==> src/rtl/adder_pkg.sv <==
// Shared widths, helper functions and sideband type for the pipelined adder tree.
package adder_pkg;

   function automatic int clog2(input int v);
      int r;
      r = 0;
      while ((1 << r) < v) r++;
      return r;
   endfunction

   function automatic int sum_width(input int num_in, input int in_w);
      return in_w + clog2(num_in);
   endfunction

   function automatic int out_width(input int num_in, input int in_w, input int acc_extra);
      return sum_width(num_in, in_w) + acc_extra;
   endfunction

   // Bit offset of tree level lvl inside the flattened bus of all levels (level 0 = operands).
   function automatic int level_off(input int num_in, input int in_w, input int lvl);
      int o;
      o = 0;
      for (int j = 0; j < lvl; j++) o += (num_in >> j) * (in_w + j);
      return o;
   endfunction

   typedef struct packed {
      logic last;
      logic acc;
      logic valid;
   } side_t;

endpackage

==> src/rtl/adder_tree_level.sv <==
// One registered rank of the adder tree: adds adjacent operand pairs, one bit wider out.
module adder_tree_level
   import adder_pkg::*;
#(
   parameter int PAIRS = 2,
   parameter int IN_W  = 4
) (
   input  logic                      clk,
   input  logic                      rst,
   input  logic                      adv,
   input  logic [2*PAIRS*IN_W-1:0]   in_data,
   input  side_t                     in_side,
   output logic [PAIRS*(IN_W+1)-1:0] out_data,
   output side_t                     out_side
);

   localparam int OW = IN_W + 1;

   logic [PAIRS*OW-1:0] sum;

   always_comb begin
      sum = '0;
      for (int p = 0; p < PAIRS; p++) begin
         sum[p*OW +: OW] = OW'(in_data[(2*p)*IN_W +: IN_W]) + OW'(in_data[(2*p+1)*IN_W +: IN_W]);
      end
   end

   always_ff @(posedge clk) begin
      if (rst) begin
         out_side <= '0;
      end else if (adv) begin
         out_side <= in_side;
      end
   end

   // Data rank carries no reset; its valid bit qualifies it.
   always_ff @(posedge clk) begin
      if (adv) begin
         out_data <= sum;
      end
   end

endmodule

==> src/rtl/adder_tree_pipe.sv <==
// Pipelined NUM_IN-operand adder tree with valid/ready flow control and frame accumulation.
module adder_tree_pipe
   import adder_pkg::*;
#(
   parameter int NUM_IN    = 4,
   parameter int IN_W      = 4,
   parameter int ACC_EXTRA = 8,
   localparam int LEVELS   = clog2(NUM_IN),
   localparam int SUM_W    = sum_width(NUM_IN, IN_W),
   localparam int OUT_W    = out_width(NUM_IN, IN_W, ACC_EXTRA)
) (
   input  logic                   clk,
   input  logic                   rst,
   input  logic                   in_valid,
   output logic                   in_ready,
   input  logic [NUM_IN*IN_W-1:0] in_data,
   input  logic                   in_last,
   input  logic                   in_acc,
   output logic                   out_valid,
   input  logic                   out_ready,
   output logic [OUT_W-1:0]       out_data,
   output logic                   out_last,
   output logic                   out_ovf
);

   localparam int TREE_W   = level_off(NUM_IN, IN_W, LEVELS + 1);
   localparam int LAST_OFF = level_off(NUM_IN, IN_W, LEVELS);

   function automatic logic [OUT_W:0] acc_add(input logic [OUT_W-1:0] a, input logic [OUT_W-1:0] b);
      return {1'b0, a} + {1'b0, b};
   endfunction

   logic [TREE_W-1:0] tree;
   side_t             side [0:LEVELS];
   logic              adv;
   logic [OUT_W-1:0]  acc;
   logic              ovf_sticky;
   logic [OUT_W-1:0]  sum_ext;
   logic [OUT_W:0]    acc_next;
   side_t             side_l;

   assign adv      = !out_valid || out_ready;
   assign in_ready = adv;

   assign tree[NUM_IN*IN_W-1:0] = in_data;
   assign side[0] = '{last: in_last, acc: in_acc, valid: in_valid};

   for (genvar s = 1; s <= LEVELS; s++) begin : g_level
      localparam int W     = IN_W + s - 1;
      localparam int PAIRS = NUM_IN >> s;
      adder_tree_level #(
         .PAIRS (PAIRS),
         .IN_W  (W)
      ) u_level (
         .clk      (clk),
         .rst      (rst),
         .adv      (adv),
         .in_data  (tree[level_off(NUM_IN, IN_W, s-1) +: 2*PAIRS*W]),
         .in_side  (side[s-1]),
         .out_data (tree[level_off(NUM_IN, IN_W, s) +: PAIRS*(W+1)]),
         .out_side (side[s])
      );
   end

   assign side_l   = side[LEVELS];
   assign sum_ext  = OUT_W'(tree[LAST_OFF +: SUM_W]);
   assign acc_next = acc_add(acc, sum_ext);

   // Output register and frame accumulator
   always_ff @(posedge clk) begin
      if (rst) begin
         out_valid  <= 1'b0;
         out_data   <= '0;
         out_last   <= 1'b0;
         out_ovf    <= 1'b0;
         acc        <= '0;
         ovf_sticky <= 1'b0;
      end else if (adv) begin
         out_valid <= 1'b0;
         if (side_l.valid) begin
            if (!side_l.acc) begin
               out_valid <= 1'b1;
               out_data  <= sum_ext;
               out_last  <= side_l.last;
               out_ovf   <= 1'b0;
            end else if (!side_l.last) begin
               acc        <= acc_next[OUT_W-1:0];
               ovf_sticky <= ovf_sticky | acc_next[OUT_W];
            end else begin
               out_valid  <= 1'b1;
               out_data   <= acc_next[OUT_W-1:0];
               out_last   <= 1'b1;
               out_ovf    <= ovf_sticky | acc_next[OUT_W];
               acc        <= '0;
               ovf_sticky <= 1'b0;
            end
         end
      end
   end

endmodule

==> config.mk <==
export PLATFORM = sky130hd
export DESIGN_NAME = adder_tree_pipe
export DESIGN_NICKNAME = d
export VERILOG_FILES = /design/src/rtl/adder_pkg.sv /design/src/rtl/adder_tree_level.sv /design/src/rtl/adder_tree_pipe.sv
export SDC_FILE = /design/constraint.sdc
export NUM_CORES = 1
export LEC_CHECK = 0
export ABC_CLOCK_PERIOD_IN_PS = 1900
export CAP_MARGIN = 20
export CORE_MARGIN = 8
export CORE_UTILIZATION = 49
export CTS_CLUSTER_SIZE = 20
export DETAILED_ROUTE_END_ITERATION = 7
export HOLD_SLACK_MARGIN = 0.02
export PLACE_DENSITY = 0.74
export SLEW_MARGIN = 30
export SYNTH_ARGS = -nofsm -noshare
export SYNTH_HDL_FRONTEND = slang
export SYNTH_SLANG_ARGS = --single-unit
==> constraint.sdc <==
create_clock -name clk -period 1.9 [get_ports clk]
set_clock_uncertainty 0.1 [all_clocks]
set_input_delay 0.38 -clock clk [delete_from_list [all_inputs] [get_ports clk]]
set_output_delay 0.38 -clock clk [all_outputs]
set_load 0.02 [all_outputs]
; ---- Yosys cells after proc, flatten, opt, wreduce, memory -nomap -nowiden
; Cells that the tools add are included.
[classes]
muxes = 11
n_lt_le_gt_ge = 0
bitwise = 1
n_mul = 0
n_addsub = 4
shift = 0
eq_ne = 1
n_div = 0
reduce_logical = 4
[op_table]
columns = cell, count
row1 = $mux W14, 3
row2 = $add A14 B6 Y15, 1
row3 = $add A4 B4 Y5, 2
row4 = $mux W1, 8
row5 = $add A5 B5 Y6, 1
row6 = $reduce_and A3 Y1, 2
row7 = $ne A2 B1 Y1 const B, 1
row8 = $logic_not A1 Y1, 1
row9 = $logic_or A1 B1 Y1, 1
row10 = $or A1 B1 Y1, 1
[totals]
regBits = 54
rom_bits = 0
input_bits = 22
latch_bits = 0
out_inout_bits = 18
memories = 0
ramBits = 0

; ---- Longest topological paths before layout
[logic_depth]
word_depth = 4
depth_mapped = 9
ltp_nobuf = 8

; ---- Cells and area by module
; A second synthesis with hierarchy kept.
[hier_totals]
cells_unflattened = 297
hier_area_um2 = 2847.7
[by_module_without_submodules]
columns = mod, area_each_um2, cells_each, n_inst
row1 = adder_tree_pipe, 1732.9, 214, 1
row2 = adder_tree_level at g_level[1].u_level, 674.4, 51, 1
row3 = adder_tree_level at g_level[2].u_level, 440.4, 32, 1

; ---- Least setup slack after synthesis
; No wires, ideal clock.
[synth_timing]
kind = flip-flop to flip-flop
from = register g_level[2].u_level.out_data[0]
to = register acc[6]
t_arrival_ns = 1.845
path_stages_with_launch = 9
slack_ns = -0.163
cell_sequence = edfxtp_1 -> ha_1 -> inv_1 -> fa_1 -> nor2b_1 -> o31a_1 -> nor2_1 -> mux2_2 -> a32o_1
[synth_via]
elab_chain_len = 2
[synth_lines]
columns = item, line_no
row1 = start: declaration, adder_tree_level.sv:13  ; output logic [PAIRS*(IN_W+1)-1:0] out_data,
row2 = start signal: assignment, adder_tree_level.sv:39  ; out_data <= sum;
row3 = $add A14 B6 Y15, adder_tree_pipe.sv:30  ; return {1'b0, a} + {1'b0, b};
row4 = $mux W14, adder_tree_pipe.sv:86  ; end else if (!side_l.last) begin
row5 = end signal: assignment, adder_tree_pipe.sv:87  ; acc <= acc_next[OUT_W-1:0];
row6 = end: declaration, adder_tree_pipe.sv:36  ; logic [OUT_W-1:0] acc;
; No other way between the ends.
; A chain may end at the register's enable or synchronous reset.

; ---- Worst setup path in the final report
; Ends and elaborated chain as after synthesis.

==> summary.md <==
| Metric | Value |
|---|---|
| I/O pin count | `40` |
| Initial antenna violation count | `0` |
| EDFF count, synth | `16` |
| Dominant cell by count in the synthesized netlist | `dfxtp_1` |
| Hold-fix buffer count after cts | `0` |
| Area grow syn2layout | `34.4%` |
| Drc violations | `0` |
| WHS Endpoint | `g_level[1].u_level.out_side[1]` |
| Asr flop ratio synth | `0%` |
| Violated checks | `negative setup slack` |
| Hold path startpoint | `g_level[1].u_level.out_side[1]` |
| Syn_area_per_cell | `approximately 9.6 um2` |
| Synth top cells by count | `dfxtp_1, nand2_1, a21oi_1` |
| CTS buffer count | `5` |
| Dpl cells | `roughly 430` |
| Post-Synthesis Cell Area | `2930 um2` |
| Synth top area cells | `dfxtp_1, edfxtp_1, ha_1` |
| RePlAce Congestion | `0.843` |
| Initial Utilization | `between 50% and 60%` |
| Area occupied by multi-input gates | `around 1800 um2` |
| Antenna diode count | `0` |
| Fmax | `about 0.46 GHz` |
| Antenna violation net count after detailed routing | `0` |
| Final Critical Period | `approximately 2.2 ns` |
| Critical path endpoint category | `flop` |
| Ys flop type | `dfxtp_1` |
| Synth unique cells | `53` |
| Tcrit/Tclk final | `116%` |
| Leakage | `0.00154 uW` |
| Hold Fails Final Rpt | `0` |
| Max clock buf depth | `2` |
| Status | `finished, violations left` |
| Drt wl/cell | `approximately 15 um` |
| Layout cells sized above 1 | `roughly 23%` |
| CTS Sinks | `54` |
| Synth top area share | `about a quarter` |
| Reg2Reg Launch Point | `g_level[2].u_level.out_data[0]` |
| FF+latch area | `between 1000 and 1500 um2` |
| Routed via count | `2458` |
| CTS H-Tree Depth | `2` |
| Final wirelength | `roughly 6700 um` |
| Post-route insts no fill | `~450` |
| Final Setup Violations | `20` |
| Pre-CTS WS | `-0.236 ns` |
| Router iterations before antenna repair | `4` |
| Worst skew pair latency | `0.32 ns` |
| R2r setup slk | `-0.30 ns` |
| CP Data Required Time | `about 2.0 ns` |
| Slew @ Worst Pin | `around 0.48 ns` |
| Layout fillers | `between 400 and 500` |
| I/O Buffers | `39` |
| Mapped Cells | `between 300 and 400` |
| Max Transition Viols Final | `0` |
| Worst VDD drop | `between 0.4 and 0.5 mV` |
| Die width | `roughly 93 um` |
| Number of global-route vias before repair | `2427` |
| Worst r2r dst | `acc[6]` |
| Total track usage | `15.4%` |
| Worst setup margin | `-0.297 ns` |
| Detailed Place HPWL | `around 4600 um` |
| Core area | `just under 6000 um2` |
| Root buf cell | `clkbuf_8` |
| Clock transition at path regs | `about 0.11 ns` |
| Via density | `about 5.5` |
| Yosys reg bits | `54` |
| Unrepaired setup endpoints after global routing | `yes` |
| Row cnt | `28` |
| PD cells | `between 700 and 800 nW/um2` |
| Setup TNS | `-2.94 ns` |
| YS warnings | `0` |
| Yosys top cell by area | `dfxtp_1` |
| Die span in y | `just over 90 um` |
| CP Class | `flop to flop` |
| Arrival time at the worst endpoint | `2.32 ns` |
| GRT overflow | `0` |
| Total of max-cap violations | `0` |
| Post-Syn Nets | `approximately 350` |
| Initial DRC count | `210` |
| Die footprint | `just under 9000 um2` |
| Final nets | `between 400 and 500` |
| Hold path cells | `2` |
| CP max FO | `4` |
| Largest net degree at the start of global routing | `24` |
| Hold Crit Class | `flop to flop` |
| Max_slew headroom | `67.9%` |
| First-pass GRT wire length | `around 11000 um` |
| Reg2Reg Depth | `8` |
| CTS tree | `done` |
| CP Launch Type | `flop` |
| Post-synthesis sequential area ratio | `between 40% and 50%` |
[cells in the final DEF, fill, tap and decap left out, types with 4 or more instances in the layout]
cell / synthesis / routed
ha_1: 19 / 13
o21ai_0: 8 / 4
nand3_1: 13 / 12
nor2b_1: 5 / 4
o21ai_2: 0 / 4
a21oi_1: 24 / 20
nand2_1: 26 / 25
a21oi_2: 1 / 5
inv_1: 15 / 14
ha_4: 0 / 5
clkbuf_8: 0 / 5
or4_1: 5 / 4
clkdlybuf4s50_1: 0 / 38
mux2i_1: 5 / 5
edfxtp_1: 16 / 16
a21o_1: 6 / 6
nand4_1: 5 / 5
a22o_1: 8 / 8
o211ai_1: 5 / 5
dfxtp_1: 38 / 37
xnor2_1: 15 / 12
nand2b_1: 7 / 7
nor2_1: 20 / 19
buf_4: 0 / 35
[metrics by stage]
stage / hold WS (ns) / utilization, % / power [uW] / instance area (um2)
after floorplan: 0.332 / - / 1860 / 2940
after global placement: 0.340 / 60.9 / 2090 / 3560
after detailed placement: 0.343 / 60.9 / 2110 / 3560
after CTS: 0.360 / 64.7 / 2960 / 3790
after global routing: 0.383 / 67.3 / 3240 / 3940
final: 0.361 / 67.3 / 3090 / 3940
[what timing repair did]
action | CTS | global route
pin swaps | 23 | 24
buffers inserted | 2 | 6
setup endpoints to repair | 19 | 26
gates resized for setup | 17 | 24
[worst max-delay path by stage]
stage / endpoint / slack, ns / cells past startpoint / startpoint
3_5_place_dp: acc[6] / -0.24 / 8 / g_level[2].u_level.out_data[0]
4_1_cts: acc[6] / -0.21 / 8 / g_level[2].u_level.out_data[0]
3_3_place_gp: acc[13] / -0.20 / 7 / out_ready
6_report: acc[6] / -0.30 / 8 / g_level[2].u_level.out_data[0]
2_1_floorplan: acc[6] / -0.14 / 8 / g_level[2].u_level.out_data[0]
5_1_grt: acc[6] / -0.35 / 8 / g_level[2].u_level.out_data[0]
[cell type report]
type | count | area share, %
inverters | 16 | 1.65
clock inverters | 2 | 0.476
flip-flops and latches | 54 | 31.5
multi-input cells | 218 | 44.4
clock buffers | 6 | 2.38
well taps | 75 | 2.38
repair buffers | 76 | 17.1
[worst max-delay path, cell delays in order (launching register included)]
cell      delay [ns]
edfxtp_1        0.43
ha_2            0.21
inv_2           0.05
fa_2            0.20
nor2b_2         0.05
o31a_1          0.38
nor2_2          0.16
mux2_4          0.32
a32o_1          0.19
[kinds of logic after synthesis]
| kind of cell | share of synthesized area [%] |
|---|---|
| flip-flops | 42.3 |
| AND/OR/NAND/NOR | 16.8 |
| AO/OA/AOI/OAI | 17.8 |
| XOR/XNOR | 5.08 |
| adder cells (fa/ha/maj) | 10.8 |
| multiplexers | 2.09 |
| buffers and inverters | 5.04 |
[state kept, by name, summed over array words and instances (netlist names)]
register and flops:
out_valid 1, acc 14, ovf_sticky 1, out_data 14
g_level.u_level.out_data 16, g_level.u_level.out_side 6, out_ovf 1, out_last 1
[routing by layer]
layer | global-route usage, % | share of wire [%]
met3 | 3.29 | 4.5
met5 | 0 | 0
met4 | 6.44 | 2.4
met2 | 26.5 | 50
met1 | 18.0 | 43
[report_power, final]
group / total (uW) / switching [uW] / internal [uW] / leakage [uW]
combinational: 909 / 444 / 465 / 0.00100
clock: 770 / 420 / 350 / 0.0000545
sequential: 1410 / 89.1 / 1320 / 0.000479
(Power assumes the default switching activity.)
